`src/rtl/btb_pkg.sv`:
```
// Shared BTB types and constants: entry record, counter constants, pointer width.
// Entry fields are sized for the widest supported build; the top uses the low bits.
package btb_pkg;

  localparam int ADDR_W_MAX = 32;
  localparam int CNT_W_MAX  = 8;

  typedef struct packed {
    logic                  valid;
    logic [ADDR_W_MAX-1:0] tag;
    logic [ADDR_W_MAX-1:0] target;
    logic [CNT_W_MAX-1:0]  cnt;
  } btb_entry_t;

  // Weakly not-taken: value after reset and on a not-taken allocation.
  function automatic int cnt_init(input int w);
    return (1 << (w - 1)) - 1;
  endfunction

  // Weakly taken: value on a taken allocation.
  function automatic int cnt_alloc_taken(input int w);
    return 1 << (w - 1);
  endfunction

  function automatic int cnt_max(input int w);
    return (1 << w) - 1;
  endfunction

  function automatic int ptr_w(input int entries);
    return $clog2(entries);
  endfunction

endpackage

```
`src/rtl/btb_sat_counter.sv`:
```
// Saturating up/down counter next-state logic, one per BTB entry.
// Ports: cnt_i current value, up_i direction (1=inc), cnt_o next value.
module btb_sat_counter
  import btb_pkg::*;
#(
  parameter int CNT_W = 2
) (
  input  logic [CNT_W-1:0] cnt_i,
  input  logic             up_i,
  output logic [CNT_W-1:0] cnt_o
);

  localparam logic [CNT_W-1:0] MAX = CNT_W'(cnt_max(CNT_W));

  always_comb begin
    cnt_o = cnt_i;
    if (up_i) begin
      if (cnt_i != MAX) cnt_o = cnt_i + CNT_W'(1);
    end else begin
      if (cnt_i != '0) cnt_o = cnt_i - CNT_W'(1);
    end
  end

endmodule

```
`src/rtl/btb.sv`:
```
// Branch target buffer: fully associative, round-robin fill, combinational lookup.
// Ports: clk/rst (sync, active-high), flush, query_* -> pred_*, upd_* resolved branch.
// Define BTB_BYPASS_EN to forward a same-address update into the same-cycle query.
module btb
  import btb_pkg::*;
#(
  parameter int ADDR_W  = 12,
  parameter int ENTRIES = 8,
  parameter int CNT_W   = 2
) (
  input  logic              clk,
  input  logic              rst,
  input  logic              flush,
  input  logic [ADDR_W-1:0] query_addr,
  output logic              pred_hit,
  output logic              pred_taken,
  output logic [ADDR_W-1:0] pred_target,
  input  logic              upd_valid,
  input  logic [ADDR_W-1:0] upd_addr,
  input  logic [ADDR_W-1:0] upd_target,
  input  logic              upd_taken
);

  localparam int PW = ptr_w(ENTRIES);
  localparam logic [CNT_W-1:0] INIT = CNT_W'(cnt_init(CNT_W));
  localparam logic [CNT_W-1:0] TINIT = CNT_W'(cnt_alloc_taken(CNT_W));

  btb_entry_t tbl_q [ENTRIES];
  logic [PW-1:0] ptr_q;

  logic [CNT_W-1:0] cnt_cur [ENTRIES];
  logic [CNT_W-1:0] cnt_nxt [ENTRIES];

  logic [ADDR_W_MAX-1:0] qa_x, ua_x, ut_x;
  assign qa_x = ADDR_W_MAX'(query_addr);
  assign ua_x = ADDR_W_MAX'(upd_addr);
  assign ut_x = ADDR_W_MAX'(upd_target);

  for (genvar g = 0; g < ENTRIES; g++) begin : g_cnt
    assign cnt_cur[g] = CNT_W'(tbl_q[g].cnt);
    btb_sat_counter #(.CNT_W(CNT_W)) u_cnt (
      .cnt_i(cnt_cur[g]),
      .up_i (upd_taken),
      .cnt_o(cnt_nxt[g])
    );
  end

  logic          q_hit, u_hit;
  logic [PW-1:0] q_idx, u_idx;

  // Descending scan so the lowest matching index wins.
  always_comb begin
    q_hit = 1'b0;
    q_idx = '0;
    u_hit = 1'b0;
    u_idx = '0;
    for (int i = ENTRIES - 1; i >= 0; i--) begin
      if (tbl_q[i].valid && tbl_q[i].tag == qa_x) begin
        q_hit = 1'b1;
        q_idx = PW'(i);
      end
      if (tbl_q[i].valid && tbl_q[i].tag == ua_x) begin
        u_hit = 1'b1;
        u_idx = PW'(i);
      end
    end
  end

  logic [CNT_W-1:0] alloc_cnt;
  assign alloc_cnt = upd_taken ? TINIT : INIT;

  always_ff @(posedge clk) begin
    if (rst) begin
      for (int i = 0; i < ENTRIES; i++) begin
        tbl_q[i].valid <= 1'b0;
        tbl_q[i].cnt   <= CNT_W_MAX'(INIT);
      end
      ptr_q <= '0;
    end else if (flush) begin
      for (int i = 0; i < ENTRIES; i++) tbl_q[i].valid <= 1'b0;
      ptr_q <= '0;
    end else if (upd_valid) begin
      if (u_hit) begin
        tbl_q[u_idx].cnt <= CNT_W_MAX'(cnt_nxt[u_idx]);
        if (upd_taken) tbl_q[u_idx].target <= ut_x;
      end else begin
        tbl_q[ptr_q].valid  <= 1'b1;
        tbl_q[ptr_q].tag    <= ua_x;
        tbl_q[ptr_q].target <= ut_x;
        tbl_q[ptr_q].cnt    <= CNT_W_MAX'(alloc_cnt);
        ptr_q <= ptr_q + PW'(1);
      end
    end
  end

  logic              hit_w;
  logic [CNT_W-1:0]  cnt_w;
  logic [ADDR_W-1:0] tgt_w;

`ifdef BTB_BYPASS_EN
  logic              fwd;
  logic [CNT_W-1:0]  fwd_cnt;
  logic [ADDR_W-1:0] fwd_tgt;

  // rst gating happens on the outputs below, so only flush blocks here.
  assign fwd = upd_valid && !flush && (upd_addr == query_addr);
  assign fwd_cnt = u_hit ? cnt_nxt[u_idx] : alloc_cnt;
  assign fwd_tgt = (u_hit && !upd_taken) ?
                   ADDR_W'(tbl_q[u_idx].target) : upd_target;

  assign hit_w = fwd | q_hit;
  assign cnt_w = fwd ? fwd_cnt : cnt_cur[q_idx];
  assign tgt_w = fwd ? fwd_tgt : ADDR_W'(tbl_q[q_idx].target);
`else
  assign hit_w = q_hit;
  assign cnt_w = cnt_cur[q_idx];
  assign tgt_w = ADDR_W'(tbl_q[q_idx].target);
`endif

  assign pred_hit    = !rst && hit_w;
  assign pred_taken  = pred_hit && cnt_w[CNT_W-1];
  assign pred_target = pred_taken ? tgt_w : '0;

endmodule
```
`config.mk`:
```
export PLATFORM = sky130hd
export DESIGN_NAME = btb
export DESIGN_NICKNAME = d
export VERILOG_FILES = /design/src/rtl/btb_pkg.sv /design/src/rtl/btb_sat_counter.sv /design/src/rtl/btb.sv
export SDC_FILE = /design/constraint.sdc
export NUM_CORES = 1
export LEC_CHECK = 0
export ABC_AREA = 1
export CAP_MARGIN = 20
export CORE_MARGIN = 3
export CORE_UTILIZATION = 50
export CTS_BUF_LIST = sky130_fd_sc_hd__clkbuf_8 sky130_fd_sc_hd__clkbuf_16
export CTS_CLUSTER_SIZE = 12
export DETAILED_ROUTE_END_ITERATION = 8
export GPL_TIMING_DRIVEN = 0
export PLACE_DENSITY_LB_ADDON = 0.12
export SETUP_SLACK_MARGIN = 0.4
export SKIP_CTS_REPAIR_TIMING = 1
export SLEW_MARGIN = 0
export SYNTH_ARGS = -nofsm -noshare
export SYNTH_HDL_FRONTEND = slang
export SYNTH_SLANG_ARGS = --single-unit
```
`constraint.sdc`:
```
create_clock -name clk -period 3.7 [get_ports clk]
set_input_delay 0.555 -clock clk [delete_from_list [all_inputs] [get_ports clk]]
set_output_delay 0.555 -clock clk [all_outputs]
set_load 0.005 [all_outputs]
```
## Word level (Yosys, flattened, before mapping)

Memories as Yosys holds them, arrays and structs flattened.
Index checks and enable logic that the tools add are counted.

| cells by class | value |
|---|---|
| $add $sub $neg | 17 |
| multipliers | 0 |
| div/mod/pow operators | 0 |
| magnitude comparators | 2 |
| eq/ne operators | 24 |
| shifts and indexed selects | 0 |
| mux-type cells | 99 |
| bitwise operators | 11 |
| reduce and logical (&&, ||, !) cells | 31 |

Operators with widths:

| operator | count |
|---|---|
| 32-bit by 12-bit equality test with 1-bit output | 16 |
| 2-bit 2-to-1 mux | 29 |
| 27-bit 2-to-1 mux | 2 |
| 3-bit 2-to-1 mux | 18 |
| 27-bit OR reduction | 2 |
| 1-bit 2-to-1 mux | 45 |
| 1-bit logical AND | 18 |
| 2-bit by 1-bit adder with 2-bit output (second input constant) | 8 |
| 2-bit != test (second input constant) | 8 |
| 2-bit nonzero test | 8 |
| 2-bit by 1-bit subtractor with 2-bit output (second input constant) | 8 |
| 2-bit binary-select mux with 3-bit select | 2 |
| 12-bit 2-to-1 mux | 1 |
| 4-bit greater-or-equal comparator (second input constant) | 2 |
| 4-bit 2-to-1 mux | 2 |
| 3-bit inverter with 4-bit output | 2 |
| 1-bit OR | 8 |
| 3-bit by 1-bit adder with 3-bit output (second input constant) | 1 |
| 2-bit AND reduction | 1 |
| 2-bit OR reduction | 1 |
| 1-bit logical NOT | 1 |
| 1-bit inverter | 1 |

| storage, ports and cells | value |
|---|---|
| bits in registers | 3 |
| bits in latches | 0 |
| memory bits (writable) | 216 |
| memory bits (read-only) | 0 |
| input port bits | 41 |
| logic and storage cells | 186 |
| memories kept | 1 |

Memory list:

| memory | depth | bits a word | read ports | clocked after memory_dff | wr ports | RTL line | RTL |
|---|---|---|---|---|---|---|---|
| tbl_q | 8 | 27 | 9 | 0 | 8 | btb.sv:28 | `btb_entry_t tbl_q [ENTRIES];` |

## Logic depth before layout (Yosys ltp)

Gate-level depths: netlist of run 1.
An unclocked memory read counts as a cell.

| depth | value |
|---|---|
| depth in word-level cells | 19 |
| gate-level depth with buffers | 24 |
| gate-level depth less buffers | 22 |

## Hierarchy

Synthesis of run 1 repeated with hierarchy kept, for this count alone.

| second synthesis, totals | value |
|---|---|
| cell total of the unflattened synthesis | 1,688 |
| area, all modules | 13,536.7 µm² |

Modules (own cells, without submodules):

| module | times used | cells an instance | area each (µm²) | seq. area each (µm²) |
|---|---|---|---|---|
| btb | 1 | 1,640 | 13,336.5 | 6,546.3 |
| btb_sat_counter | 8 | 6 | 25.0 | 0.0 |

## Worst setup path after synthesis of run 1

OpenSTA, ideal clock, no wires.

| timing | value |
|---|---|
| kind | input to register |
| start point | input upd_addr[10] |
| end point | memory tbl_q[3][10] in the netlist's numbering (enable) |
| data arrival time | 2,779 ps |
| setup slack | 540 ps |
| cell stages on the path | 16 |
| buffers on the path | 3 |
| cell sequence | buf_4 inv_2 buf_6 nor2_4 nor3b_1 nor3b_1 nand3_1 nand2_1 nor2_4 nand3_4 or2_4 nand2_2 buf_6 nor2_2 nand2_1 nor2_1 |

RTL lines:

| what | RTL line | RTL |
|---|---|---|
| start: declaration | btb.sv:19 | `input logic [ADDR_W-1:0] upd_addr,` |
| end: declaration | btb.sv:28 |  |

## Final worst setup path of run 1

| timing | value |
|---|---|
| start point | input query_addr[7] |
| end point | output pred_target[9] |

| on the way | value |
|---|---|
| cells in the longest elaborated chain, start to end | 16 |
| elaborated cells on any way between the ends | 40 |

RTL lines:

| what | RTL line | RTL |
|---|---|---|
| start: declaration | btb.sv:14 | `input logic [ADDR_W-1:0] query_addr,` |
| 32-bit by 12-bit equality test with 1-bit output | btb.sv:58 | `if (tbl_q[i].valid && tbl_q[i].tag == qa_x) begin` |
| 1-bit logical AND | btb.sv:58 |  |
| 3-bit 2-to-1 mux (8 in series) | btb.sv:58 |  |
| 3-bit inverter with 4-bit output (not written as such) | btb.sv:116 | `assign cnt_w = cnt_cur[q_idx];` |
| 2-bit binary-select mux with 3-bit select | btb.sv:116 |  |
| 2-bit 2-to-1 mux (not written as such) (2 in series) | btb.sv:116 |  |
| 1-bit logical AND | btb.sv:121 | `assign pred_taken = pred_hit && cnt_w[CNT_W-1];` |
| 12-bit 2-to-1 mux * | btb.sv:122 | `assign pred_target = pred_taken ? tgt_w : '0;` |
| end: declaration | btb.sv:17 | `output logic [ADDR_W-1:0] pred_target,` |

Every way passes the cells marked *; elsewhere a longest branch is shown, timed or not. The select of a mux whose other input is x is not followed.

==> impl_metrics.toml, run 1 <==
[run_status]
status = "completed"

[placement]
dpl_cell_area_mm2 = 0.0143
place_hpwl_um = 32100
place_congestion = 0.980
post-place-ws_ns = -1.35
numPortBuffers = 36

[cts]
cts_tree = "yes"
htreeDepth = 1
cts_root_buffer = "clkbuf_16"
cts_buffers = 25
clock_latency_ns = 0.54
clock_sinks = 219
path_clk_slew_ns = 0.06
clock_path_buffers = 3

[critical_path]
endpoint_kind = "primary output"
r2r_slack_ns = 0.49
worstPathArrival_ns = 3.12
critical_path_buf_inv_count = 6
r2r_start = "tbl_q[7][20]"
crit_slowest_cell = "clkbuf_4"
cpMostUsedCell = "nand2_2"
crit_family = "simple AND/OR/NAND/NOR gates"
worstPathRequired_ns = 3.14
cp-start-kind = "input pin"
worst-r2r-cell-count = 17
slowest_delay_ns = 0.28
r2r-end = "tbl_q[2][17]"
cp_max_fo = 10
critical_path_class = "input pin to primary output"

[sta]
fmax_mhz = 272
fin_skew_ns = 0.0125
timing.hold.ws_ns = 0.507
tightest_slew_ns = 0.693
slew_headroom = 0.538
layout_setup_ws_ns = 0.0248
finalCriticalPeriod_ns = 3.68
slew_viol_final = 0
setup_viol = 0
final_hold_viol_count = 0
fin_crit_sh = 0.993
rsz0062_at_grt = "true"
tns_ns = 0

[grt]
grt_pass1_wl_um = 67500
antenna_found_initial = 0
grt_pass1_vias = 11200
grt_overflow = 0
grt_max_degree = 14
grt_usage = 0.315

[run]
max-cap-violations = 0

[min_path]
min_to = "ptr_q[2]"
worstHoldStart = "ptr_q[2]"
hold_depth = 2
hp-class = "flop to flop"

[power]
power_density_mw_per_mm2 = 346
peakVddDrop_mv = 0.371
leakagePower_nw = 6.90

[routing]
avgRoutedWirePerCell_um = 22.3
routed_wl_um = 48500
via_per_inst = 5.83
via_count = 12600
drc = 0
dr.pass1.iters = 6
ant_nets = 0
drtIter0Drc = 1815

[cells_and_area]
stdcell_area_mm2 = 0.0162
final_layout_size_suffix_gt1_frac = 0.206
final_common_cell = "nand2_1"
syn_to_final_growth_pct = 20.4
mostFrequentLayoutCells = "nand2_1, nor2_1, edfxtp_1"
fin_nets = 1860
antenna_cells = 0

[logic_synthesis]
synth_area_leaders = "edfxtp_1, nand2_1, nor2_1"
syn_inst = 1696
synth_xor_area_frac = 0.0345
synth_top_family_by_area = "simple AND/OR/NAND/NOR gates"
yosys.area_share.simple = 0.351
synth_adder_area_share = 0.000929
avgSynthCellArea_um2 = 7.94
synth_top_area_frac = 0.482
yosys-mux-area-fraction = 0
ys_warn_count = 0
synth.distinct_cells = 51
synth_nets = 1738
ys_seq_elements = 219
syn_area_mm2 = 0.0135
synth-seq-area-share = 0.486
synth_largest_area_cell = "edfxtp_1"
synth-compound-area-share = 0.0427

[floorplanning]
row_count = 59
die_area_mm2 = 0.0289
die-width_um = 170
initial_core_util = 0.512
coreArea_mm2 = 0.0263
die_y_um = 170
ios = 55
-- layer usage --
metal / track usage / up-vias / share of wire
met2: 0.464 / 765 / 0.43
met5: 0 / - / 0
met4: 0.119 / 0 / 0.037
met1: 0.450 / 5947 / 0.41
met3: 0.0818 / 109 / 0.12
li1: - / 5827 / -
-- worst max-delay path by stage --
stage | from | endpoint | slack, ns | cells after the start
3_5_place_dp | query_addr[5] | pred_target[11] | -1.35 | 16
6_report | query_addr[7] | pred_target[9] | 0.02 | 25
2_1_floorplan | upd_addr[10] | tbl_q[3][10] | 0.54 | 16
5_1_grt | tbl_q[7][20] | pred_target[3] | -0.11 | 20
3_3_place_gp | query_addr[5] | pred_target[11] | -1.48 | 16
4_1_cts | query_addr[5] | pred_target[11] | -1.36 | 16
-- synth_stat cells (all sizes together) --
library cell / count
nand2: 519
nor2: 284
edfxtp: 216
inv: 177
nand3: 163
o21ai: 70
buf: 56
xnor2: 41
nand4: 34
nor3: 33
nor4: 20
clkbuf: 13
xor2: 12
nand3b: 8
nor3b: 8
a21oi: 7
or2: 7
o22ai: 6
a211oi: 4
o2111ai: 4
dfxtp: 3
o211ai: 2
a211o: 1
a21boi: 1
a31oi: 1
and2: 1
and3: 1
clkinv: 1
ha: 1
nor2b: 1
o2111a: 1
-- state kept, by name, indices dropped and copies added, names as in the netlist --
signal and count:
ptr_q 3, tbl_q 216
-- layout make-up --
cell class / instances / area (um^2)
fill: 2277 / 10100
sequential: 219 / 6550
multi-input combinational: 1230 / 6290
timing repair buffer: 88 / 815
inverter: 178 / 728
buffer: 69 / 634
clock buffer: 25 / 626
tap: 335 / 419
clock inverter: 17 / 104
timing repair inverter: 7 / 52.6
-- cell families (layout without fill, tap and decap cells) --
| group | Yosys count | after routing |
|---|---|---|
| simple gates | 1079 | 1079 |
| fa+ha+maj | 1 | 1 |
| xor+xnor | 53 | 53 |
| buf+inv | 247 | 384 |
| flops | 219 | 219 |
| compound gates | 97 | 97 |
-- power by group --
| part | internal [mW] | leakage, nW | switching [mW] |
|---|---|---|---|
| clock network | 1.28 | 0.388 | 1.01 |
| registers | 2.74 | 2.01 | 0.0149 |
| logic | 0.172 | 4.50 | 0.401 |
-- tightest hold or removal path: stages (launching register included) --
cell,delay [ns]
dfxtp_1,0.31
inv_1,0.09
a21oi_1,0.07
-- per-stage QoR --
stage / total power, mW / utilization / cells
2_1_floorplan: 3.10 / - / 1696
3_3_place_gp: 3.31 / 0.542 / 2067
3_5_place_dp: 3.31 / 0.544 / 2073
4_1_cts: 5.56 / 0.572 / 2115
5_1_grt: 5.76 / 0.617 / 2168
6_report: 5.62 / 0.617 / 2168
Power figures use the tool's default switching activity.
==> run 2, diff against run 1 <==
CORE_UTILIZATION = 55   (was 50)
SKIP_LAST_GASP = 1   (was default)
==> run 2 against run 1 <==
The flow now finishes with violations (negative setup slack). First-iteration DRC count down 14%. Final area shrank 0.59%. Flip-flop and latch count did not move. Maximum frequency down 2.1%. Sequential power barely moved. Combinational power is 2% lower. Worst setup slack worse by 0.080 ns. Sequential share of layout area up 0.24 points. Die area down 8.8%. Non-clock buffer count grew 8. Clock power about the same. Critical endpoint is now pred_target[0]. Highest routed layer unchanged.
==> impl_metrics.toml, run 2 (same netlist as run 1, synthesis figures left out) <==
[critical_path]
critical_path_buf_inv_count = 9
crit_family = "buffers and inverters"
slowest_delay_ns = 0.34
cp-start-kind = "input pin"
worstPathArrival_ns = 3.20
endpoint_kind = "primary output"
cpMostUsedCell = "buf_4"
r2r_start = "tbl_q[2][15]"
critical_path_class = "input pin to primary output"
critPathLaunch = "query_addr[0]"
worstPathRequired_ns = 3.14
cp_max_fo = 5
worstPathCellList = "clkbuf_2 > clkinvlp_4 > buf_4 > nor2_1 > nor4_1 > nand3_1 > buf_4 > nand2_1 > o211ai_1 > buf_4 > nand2_4 > nand3_4 > buf_12 > clkbuf_16 > buf_8 > nor2_4 > buf_2"
crit_slowest_cell = "nor4_1"

[routing]
dr.pass1.iters = 6
drtIter0Drc = 1562
drc = 0
routed_wl_um = 47000
via_count = 12600
ant_nets = 0
avgRoutedWirePerCell_um = 21.8
via_per_inst = 5.85

[cells_and_area]
antenna_cells = 0
fin_nets = 1866
largest_reg_flops = 216
mostFrequentLayoutCells = "nand2_1, nor2_1, edfxtp_1"
syn_to_final_growth_pct = 19.7
reg.largest.list = "tbl_q (216), ptr_q (3)"
fillCellCount = 1958
regMostFlops = "tbl_q"
final_common_cell = "nand2_1"
stdcell_area_mm2 = 0.0161
final_layout_size_suffix_gt1_frac = 0.190

[floorplanning]
ios = 55
row_count = 56
die-width_um = 162
initial_core_util = 0.567
coreArea_mm2 = 0.0238
die_area_mm2 = 0.0264
die_y_um = 162

[grt]
grt_pass1_wl_um = 67400
antenna_found_initial = 0
grt_max_degree = 14
grt_usage = 0.344
grt_overflow = 0
grt_pass1_vias = 11700

[run_status]
violations = "negative setup slack"
status = "complete, but fails checks"

[sta]
final_hold_viol_count = 0
slew_headroom = 0.248
setup_viol = 12
fmax_mhz = 266
timing.hold.ws_ns = 0.539
fin_crit_sh = 1.01
rsz0062_at_grt = "true"
finalCriticalPeriod_ns = 3.76
layout_setup_ws_ns = -0.0550
slew_viol_final = 0
fin_skew_ns = 0.0244
tightest_slew_ns = 1.13

[placement]
place_congestion = 0.983
dpl_cell_area_mm2 = 0.0143
place_hpwl_um = 32000
numPortBuffers = 36
post-place-ws_ns = -1.41

[min_path]
hp-class = "flop to flop"
worstHoldStart = "ptr_q[0]"

[cts]
clock_sinks = 219
clock_path_buffers = 3
htreeDepth = 1
cts_root_buffer = "clkbuf_16"
path_clk_slew_ns = 0.06
cts_tree = "yes"
clock_latency_ns = 0.54
cts_buffers = 25

[power]
switchingPower_mw = 1.42
power_frac_seq = 0.489
clkPwrFrac = 0.411
swShare = 0.253
peakVddDrop_mv = 0.389
power_density_mw_per_mm2 = 349
pwr-share-comb = 0.100
p_int_mw = 4.21
leakagePower_nw = 6.96

[run]
max-cap-violations = 0
-- run 2: cell types whose count changed in the layout (fill, tap and decap cells not counted), moves of 6 or more --
cell     delta
nor4_1      +6
nor2_2      -9
nand3_1     +7
nand2_1    +13
nor2_1     +10
nor4_2      -6
nand2_2    -10
nand3_2     -6
-- run 2: power groups by stage --
stage               registers [mW]  clock network (mW)  logic (mW)
detailed placement            2.80                   0       0.507
finish                        2.75                2.31       0.562
global route                  2.75                2.45       0.599
CTS                           2.75                2.32       0.509
global placement              2.80                   0       0.501
floorplan                     2.80                   0       0.305
-- run 2: layout make-up --
type                            instances  area [um^2]  share of cell area
Sequential cell                       219         6550               0.406
Multi-Input combinational cell       1230         6120               0.379
Timing Repair Buffer                   96          891              0.0553
Inverter                              178          741              0.0459
Buffer                                 69          638              0.0396
Clock buffer                           25          626              0.0388
Tap cell                              319          399              0.0248
Clock inverter                         18          126             0.00784
Timing Repair inverter                  5         37.5             0.00233
-- run 2: worst paths after layout --
kind,to,slack [ns],cells past startpoint
max,pred_target[0],-0.06,17
min,ptr_q[0],0.54,2
max reg2reg,tbl_q[2][21],0.48,15
min reg2reg,ptr_q[0],0.54,2
-- run 2: per-stage QoR --
stage	util	power [mW]	setup TNS [ns]	std cells
after floorplan	-	3.10	0	1696
after CTS	0.633	5.58	-57.84	2099
after global placement	0.599	3.30	-223.25	2051
final	0.679	5.63	-0.268	2159
after detailed placement	0.601	3.31	-193.84	2056
after global routing	0.679	5.80	-1.88	2159
-- run 2: worst reg2reg max path, delay by kind of cell, from the launching register on --
kind	cells	cell delay, ns
compound gates	3	0.45
buf+inv	6	0.79
flops	1	0.43
simple gates	6	1.27
-- run 2: per-layer routing --
layer | wire, um | global-route usage
met2 | 20000 | 0.501
met3 | 5970 | 0.0959
met4 | 2190 | 0.142
met1 | 18900 | 0.487
met5 | 0 | 0
